`src/rtl/alu_exec_unit.sv`:
```
// ALU execution unit: in-order issue queue feeding a single-cycle integer datapath
// that broadcasts one result per cycle on the ALU CDB lane.
module alu_exec_unit #(
    parameter int DEPTH = 4,
    parameter int PTR_W = 2
) (
    input  logic        clk_in,
    input  logic        rst_in,
    input  logic        rdy_in,
    input  logic        _clear,
    input  logic        _stall,
    input  logic        _alu_ready,
    input  logic [4:0]  _alu_type,
    input  logic [4:0]  _alu_rob_id,
    input  logic [31:0] _alu_r1,
    input  logic [31:0] _alu_r2,
    input  logic [31:0] _alu_imm,
    output logic        _alu_full,
    output logic        _cdb_ready,
    output logic [4:0]  _cdb_rob_id,
    output logic [31:0] _cdb_value
);

    localparam logic [PTR_W:0]   CNT_ZERO = {(PTR_W+1){1'b0}};
    localparam logic [PTR_W:0]   CNT_ONE  = (PTR_W+1)'(1);
    localparam logic [PTR_W:0]   CNT_MAX  = (PTR_W+1)'(DEPTH);
    localparam logic [PTR_W:0]   CNT_HIGH = (PTR_W+1)'(DEPTH - 1);
    localparam logic [PTR_W-1:0] PTR_ZERO = {PTR_W{1'b0}};
    localparam logic [PTR_W-1:0] PTR_ONE  = PTR_W'(1);

    logic [4:0]       type_mem_r [DEPTH];
    logic [4:0]       rob_mem_r  [DEPTH];
    logic [31:0]      r1_mem_r   [DEPTH];
    logic [31:0]      r2_mem_r   [DEPTH];
    logic [31:0]      imm_mem_r  [DEPTH];
    logic [PTR_W-1:0] head_r;
    logic [PTR_W-1:0] tail_r;
    logic [PTR_W:0]   count_r;
    logic             push_s;
    logic             pop_s;
    logic [31:0]      result_s;

    // Integer datapath; B comes from imm only for the I-form arithmetic codes.
    function automatic logic [31:0] alu_result(input logic [4:0]  op,
                                               input logic [31:0] a,
                                               input logic [31:0] r2,
                                               input logic [31:0] imm);
        logic [31:0] b;
        logic [4:0]  sh;
        b  = ((op >= 5'd10) && (op <= 5'd18)) ? imm : r2;
        sh = b[4:0];
        case (op)
            5'd0,  5'd10: alu_result = a + b;
            5'd1:         alu_result = a - b;
            5'd2,  5'd11: alu_result = a & b;
            5'd3,  5'd12: alu_result = a | b;
            5'd4,  5'd13: alu_result = a ^ b;
            5'd5,  5'd14: alu_result = a << sh;
            5'd6,  5'd15: alu_result = a >> sh;
            5'd7,  5'd16: alu_result = $signed(a) >>> sh;
            5'd8,  5'd17: alu_result = {31'd0, ($signed(a) < $signed(b))};
            5'd9,  5'd18: alu_result = {31'd0, (a < b)};
            5'd19:        alu_result = imm;
            5'd20:        alu_result = {31'd0, (a == b)};
            5'd21:        alu_result = {31'd0, (a != b)};
            5'd22:        alu_result = {31'd0, ($signed(a) < $signed(b))};
            5'd23:        alu_result = {31'd0, ($signed(a) >= $signed(b))};
            5'd24:        alu_result = {31'd0, (a < b)};
            5'd25:        alu_result = {31'd0, (a >= b)};
            default:      alu_result = 32'd0;
        endcase
    endfunction

    // Queue handshakes; a full queue still accepts when the head leaves on the same edge.
    always_comb begin
        pop_s  = 1'b0;
        push_s = 1'b0;
        if (rst_in && rdy_in && !_clear) begin
            pop_s  = !_stall && (count_r != CNT_ZERO);
            push_s = _alu_ready && ((count_r != CNT_MAX) || pop_s);
        end else begin
            pop_s  = 1'b0;
            push_s = 1'b0;
        end
    end

    // Result for the entry currently at the head.
    always_comb begin
        result_s = alu_result(type_mem_r[head_r], r1_mem_r[head_r],
                              r2_mem_r[head_r], imm_mem_r[head_r]);
    end

    assign _alu_full = (count_r >= CNT_HIGH);

    // Queue payload storage, written only on accepted issue.
    always_ff @(posedge clk_in) begin
        if (push_s) begin
            type_mem_r[tail_r] <= _alu_type;
            rob_mem_r[tail_r]  <= _alu_rob_id;
            r1_mem_r[tail_r]   <= _alu_r1;
            r2_mem_r[tail_r]   <= _alu_r2;
            imm_mem_r[tail_r]  <= _alu_imm;
        end
    end

    // Pointer and occupancy bookkeeping.
    always_ff @(posedge clk_in) begin
        if (!rst_in) begin
            head_r  <= PTR_ZERO;
            tail_r  <= PTR_ZERO;
            count_r <= CNT_ZERO;
        end else if (!rdy_in) begin
            head_r  <= head_r;
            tail_r  <= tail_r;
            count_r <= count_r;
        end else if (_clear) begin
            head_r  <= PTR_ZERO;
            tail_r  <= PTR_ZERO;
            count_r <= CNT_ZERO;
        end else begin
            if (pop_s) begin
                head_r <= head_r + PTR_ONE;
            end
            if (push_s) begin
                tail_r <= tail_r + PTR_ONE;
            end
            case ({push_s, pop_s})
                2'b10:   count_r <= count_r + CNT_ONE;
                2'b01:   count_r <= count_r - CNT_ONE;
                default: count_r <= count_r;
            endcase
        end
    end

    // CDB broadcast register; tag and value hold between pulses.
    always_ff @(posedge clk_in) begin
        if (!rst_in) begin
            _cdb_ready  <= 1'b0;
            _cdb_rob_id <= 5'd0;
            _cdb_value  <= 32'd0;
        end else if (!rdy_in) begin
            _cdb_ready  <= _cdb_ready;
        end else if (pop_s) begin
            _cdb_ready  <= 1'b1;
            _cdb_rob_id <= rob_mem_r[head_r];
            _cdb_value  <= result_s;
        end else begin
            _cdb_ready  <= 1'b0;
        end
    end

endmodule

```
`config.mk`:
```
export PLATFORM = sky130hd
export DESIGN_NAME = alu_exec_unit
export DESIGN_NICKNAME = d
export VERILOG_FILES = /design/src/rtl/alu_exec_unit.sv
export SDC_FILE = /design/constraint.sdc
export NUM_CORES = 1
export LEC_CHECK = 0
export CAP_MARGIN = 15
export CORE_ASPECT_RATIO = 1.5
export CORE_MARGIN = 8
export CORE_UTILIZATION = 45
export CTS_BUF_LIST = sky130_fd_sc_hd__clkbuf_16
export CTS_CLUSTER_DIAMETER = 80
export DETAILED_ROUTE_END_ITERATION = 10
export GPL_ROUTABILITY_DRIVEN = 0
export PLACE_DENSITY = 0.61
export SLEW_MARGIN = 10
export SYNTH_ARGS = -nofsm -noshare
export SYNTH_HDL_FRONTEND = slang
export SYNTH_SLANG_ARGS = --single-unit
```
`constraint.sdc`:
```
create_clock -name clk_in -period 12.7 [get_ports clk_in]
set_input_delay 2.54 -clock clk_in [delete_from_list [all_inputs] [get_ports clk_in]]
set_output_delay 2.54 -clock clk_in [all_outputs]
set_load 0.02 [all_outputs]
```
==> impl_results.rst <==
.. list-table::
   :header-rows: 1

   * - Metric
     - Value
   * - Result of the run
     - complete, no violations
   * - Slew at the pin closest to its max-slew limit
     - 1.177 ns
   * - Time the final worst path needs with I/O delays and setup
     - 8.011 ns
   * - Async S/R FF share, synth
     - 0%
   * - Die height
     - 316.6 um
   * - TritonCTS sink count
     - 471
   * - Via count
     - 20,970
   * - Synth unique cells
     - 94
   * - Required time of the critical path
     - 13.14 ns
   * - Wire length per cell
     - 30.46 um
   * - Number of global-route vias before repair
     - 20,690
   * - Crit Path Category
     - reg2reg
   * - Proportion of netlist area held by the largest area contributor
     - 46.97%
   * - Top post-synthesis cells by area
     - sky130_fd_sc_hd__edfxtp_1 (47%), sky130_fd_sc_hd__mux4_2 (8.7%), sky130_fd_sc_hd__ha_1 (5.0%)
   * - Max-capacitance violation count
     - 0
   * - TritonCTS clock tree
     - done
   * - Floorplan row count
     - 110
   * - Routed WL
     - 96.36 mm
   * - Synth warn
     - 0
   * - Mean instance size in the synthesized netlist
     - 11.97 um^2
   * - Number of failing hold endpoints at the final stage
     - 0
   * - Total leakage power
     - 10.54 nW
   * - Final setup fails
     - 0
   * - Count of filler cells inserted in the layout
     - 5,177
   * - Sequential share of the synthesized area
     - 50.44%
   * - Maximum clock rate
     - 0.1248 GHz
   * - End point of the worst hold path
     - _cdb_rob_id[0]$_SDFFE_PN0P_
   * - Cts repair resizes
     - 0
   * - Worst relative slew slack
     - 21.50%
   * - Endpoint type of the worst setup path
     - register
   * - Detailed-route DRC error count
     - 0
   * - Power density over the cells
     - 110.0 nW/um^2
   * - Drt first-iter violations
     - 3,032
   * - Number of flops mapped to enable cells by yosys
     - 424
   * - Root cell of the clock tree
     - sky130_fd_sc_hd__clkbuf_16
   * - Iteration count of the initial detailed-routing pass
     - 8
   * - Number of cells on the worst hold path
     - 2
   * - Kind of path behind the tightest hold check
     - reg2reg
   * - Number of instances in the synthesized netlist
     - 2,264
   * - Total half-perimeter wirelength after legalization and detailed placement
     - 66.08 mm
   * - Most used standard cell by instance count after synthesis
     - sky130_fd_sc_hd__edfxtp_1
   * - Skew-Pair Late Insertion Delay
     - 0.60 ns
   * - First-pass GRT wire length
     - 140.8 mm
   * - Source of the worst hold timing path
     - _cdb_rob_id[0]$_SDFFE_PN0P_
   * - Number of buffers created by CTS
     - 45
   * - Largest net degree at the start of global routing
     - 73
   * - Synth top cells by count
     - sky130_fd_sc_hd__edfxtp_1 (424), sky130_fd_sc_hd__nand2_1 (188), sky130_fd_sc_hd__a21oi_1 (165)
   * - Core box area
     - 59,870 um^2
   * - Per-cell via count in the routed design
     - 6.630
   * - Nets@finish
     - 2,564
   * - I/O pins
     - 151
   * - Setup repair after global routing missed its margin
     - no
   * - Starting density of the core
     - 45.28%
   * - Die ar.
     - 68,510 um^2
   * - Terminus of the critical flop-to-flop path
     - _cdb_value[18]$_SDFFE_PN0P_
   * - #FFs+latches synth
     - 471
   * - Residual antenna-violating net count after detailed routing
     - 0
   * - Logic depth of the worst register-to-register path
     - 19
   * - VDD IR max
     - 101.3 uV
   * - Clock-pin slew reported for the worst setup and hold paths after clock tree synthesis
     - 0.07 ns
   * - Core utilization of the finished layout
     - 51.26%
   * - Final count of pins violating max slew
     - 0
   * - Layout cells sized above 1
     - 12.50%
   * - Dominant synthesized flop cell
     - sky130_fd_sc_hd__edfxtp_1
   * - Data arrival time of the critical path
     - 8.45 ns
   * - Final setup skew
     - 0.03438 ns
   * - Post-CTS setup repair buffer count
     - 0
   * - CP Max Fanout
     - 63
   * - Total of buffers placed on input and output ports
     - 150
   * - GRT Resource Usage Total
     - 27.70%
   * - Post-Syn Nets
     - 2,487
   * - CTS HTree Levels
     - 2
   * - Share of the clock period used by the worst path
     - 63.08%
   * - Post-CTS Hold Fix Bufs
     - 0
   * - CP startpoint kind
     - register
   * - Buffer levels on the longest clock path
     - 3
   * - Most area-hungry cell type in the Yosys netlist
     - sky130_fd_sc_hd__edfxtp_1
   * - Initial antenna violation count
     - 4
   * - Register-to-register path setup slack
     - 4.69 ns
   * - Final sum of negative setup slack
     - 0 ns
   * - Overflow left after global routing
     - 0
   * - Die X-Extent
     - 216.4 um
   * - Netlist area before placement
     - 27,110 um^2
   * - Area Overhead vs Synth
     - 13.22%
-- metrics by stage --
step | cells | instance area (um^2) | setup WS, ns | power (mW) | hold slack (ns)
after floorplan | 2264 | 27110 | 6.448 | 1.925 | 0.5300
after global placement | 3076 | 29210 | 4.570 | 2.050 | 0.4571
after detailed placement | 3076 | 29210 | 4.458 | 2.055 | 0.4626
after CTS | 3158 | 30650 | 4.452 | 3.382 | 0.4751
after global routing | 3160 | 30680 | 4.142 | 3.470 | 0.4968
final | 3163 | 30690 | 4.689 | 3.377 | 0.4719
-- cells by family (layout without fill, tap and decap cells) --
family | Yosys count | after routing | share of synthesized area [%]
adder cells (fa/ha/maj) | 111 | 111 | 5.207
XOR/XNOR | 16 | 16 | 0.5170
buffers and inverters | 262 | 374 | 4.085
AO/OA/AOI/OAI | 653 | 653 | 16.47
other | 0 | 3 | 0
flip-flops | 471 | 471 | 50.44
AND/OR/NAND/NOR | 476 | 476 | 8.110
multiplexers | 275 | 275 | 15.17
-- final cells by class --
type	count	area (um^2)	share of cell area (%)
Multi-Input combinational cell	1531	12400	40.39
Clock inverter	37	310.3	1.011
Sequential cell	471	13680	44.58
Tap cell	784	980.9	3.196
Antenna cell	3	7.507	0.02446
Clock buffer	45	1126	3.669
Timing Repair Buffer	190	1802	5.871
Inverter	102	387.9	1.264
-- routing by layer --
metal	wire, um	share of wire [%]	track usage (%)	up-vias
met3	8772	9.1	7.139	414
met5	8	0.0083	0	-
met2	45230	47	45.18	1329
met1	35160	36	32.75	10200
li1	-	-	-	9026
met4	7189	7.5	16.55	2
-- report_power, final --
part | internal [mW] | switching (mW) | total (mW)
sequential | 1.69 | 0.00322 | 1.70
combinational | 0.121 | 0.219 | 0.340
clock | 0.735 | 0.604 | 1.34
-- how the worst max path moves through the flow --
stage / to / slack [ns] / cells past startpoint
floorplan: _cdb_value[24]$_SDFFE_PN0P_ / 6.45 / 23
global placement: _cdb_value[18]$_SDFFE_PN0P_ / 4.57 / 18
global route: _cdb_value[18]$_SDFFE_PN0P_ / 4.14 / 19
CTS: _cdb_value[18]$_SDFFE_PN0P_ / 4.45 / 18
finish: _cdb_value[18]$_SDFFE_PN0P_ / 4.69 / 19
detailed placement: _cdb_value[18]$_SDFFE_PN0P_ / 4.46 / 18
-- cells in the final DEF, fill, tap and decap left out, types with 10 or more instances in the layout --
cell type	count
sky130_fd_sc_hd__mux2_2	36
sky130_fd_sc_hd__mux2i_1	132
sky130_fd_sc_hd__o31ai_1	15
sky130_fd_sc_hd__a211oi_1	53
sky130_fd_sc_hd__nor3_1	37
sky130_fd_sc_hd__mux4_2	105
sky130_fd_sc_hd__a221oi_1	19
sky130_fd_sc_hd__clkbuf_16	45
sky130_fd_sc_hd__o211ai_1	30
sky130_fd_sc_hd__a22oi_1	29
sky130_fd_sc_hd__a21o_1	18
sky130_fd_sc_hd__a22o_1	13
sky130_fd_sc_hd__inv_1	103
sky130_fd_sc_hd__nand3_1	29
sky130_fd_sc_hd__nor2_1	110
sky130_fd_sc_hd__nand2b_1	15
sky130_fd_sc_hd__a21oi_1	165
sky130_fd_sc_hd__nor2b_1	20
sky130_fd_sc_hd__o21bai_1	12
sky130_fd_sc_hd__ha_1	108
sky130_fd_sc_hd__o21ai_0	99
sky130_fd_sc_hd__o221ai_1	14
sky130_fd_sc_hd__xnor2_1	14
sky130_fd_sc_hd__edfxtp_1	424
sky130_fd_sc_hd__dfxtp_1	45
sky130_fd_sc_hd__nor4_1	13
sky130_fd_sc_hd__a31oi_1	37
sky130_fd_sc_hd__o22ai_1	18
sky130_fd_sc_hd__nand4_1	10
sky130_fd_sc_hd__o2111ai_1	15
sky130_fd_sc_hd__nand2_1	188
sky130_fd_sc_hd__clkdlybuf4s50_1	150
sky130_fd_sc_hd__buf_4	40
-- critical path, cell delays in order (launching register included) --
cell and delay, ns:
sky130_fd_sc_hd__dfxtp_4 0.87, sky130_fd_sc_hd__buf_4 0.71, sky130_fd_sc_hd__mux4_2 0.73, sky130_fd_sc_hd__and2_0 0.38, sky130_fd_sc_hd__o22ai_4 0.25, sky130_fd_sc_hd__mux2_2 0.17
sky130_fd_sc_hd__buf_4 0.53, sky130_fd_sc_hd__inv_4 0.48, sky130_fd_sc_hd__fa_1 0.57, sky130_fd_sc_hd__a21o_1 0.20, sky130_fd_sc_hd__a21oi_1 0.26, sky130_fd_sc_hd__o21ai_0 0.24
sky130_fd_sc_hd__o311ai_0 0.66, sky130_fd_sc_hd__nand2_1 0.27, sky130_fd_sc_hd__a211oi_1 0.30, sky130_fd_sc_hd__xnor2_1 0.15, sky130_fd_sc_hd__o21ai_1 0.07, sky130_fd_sc_hd__buf_4 0.20
sky130_fd_sc_hd__a311oi_2 0.55, sky130_fd_sc_hd__a31oi_1 0.17
-- registers in the layout (all words and copies together), names as in the netlist, named ones only --
name,count
_cdb_ready,1
_cdb_rob_id,5
_cdb_value,32
count_r,3
head_r,2
imm_mem_r,128
r1_mem_r,128
r2_mem_r,128
rob_mem_r,20
tail_r,2
type_mem_r,20
No activity file was read; power rests on OpenSTA's default activity.
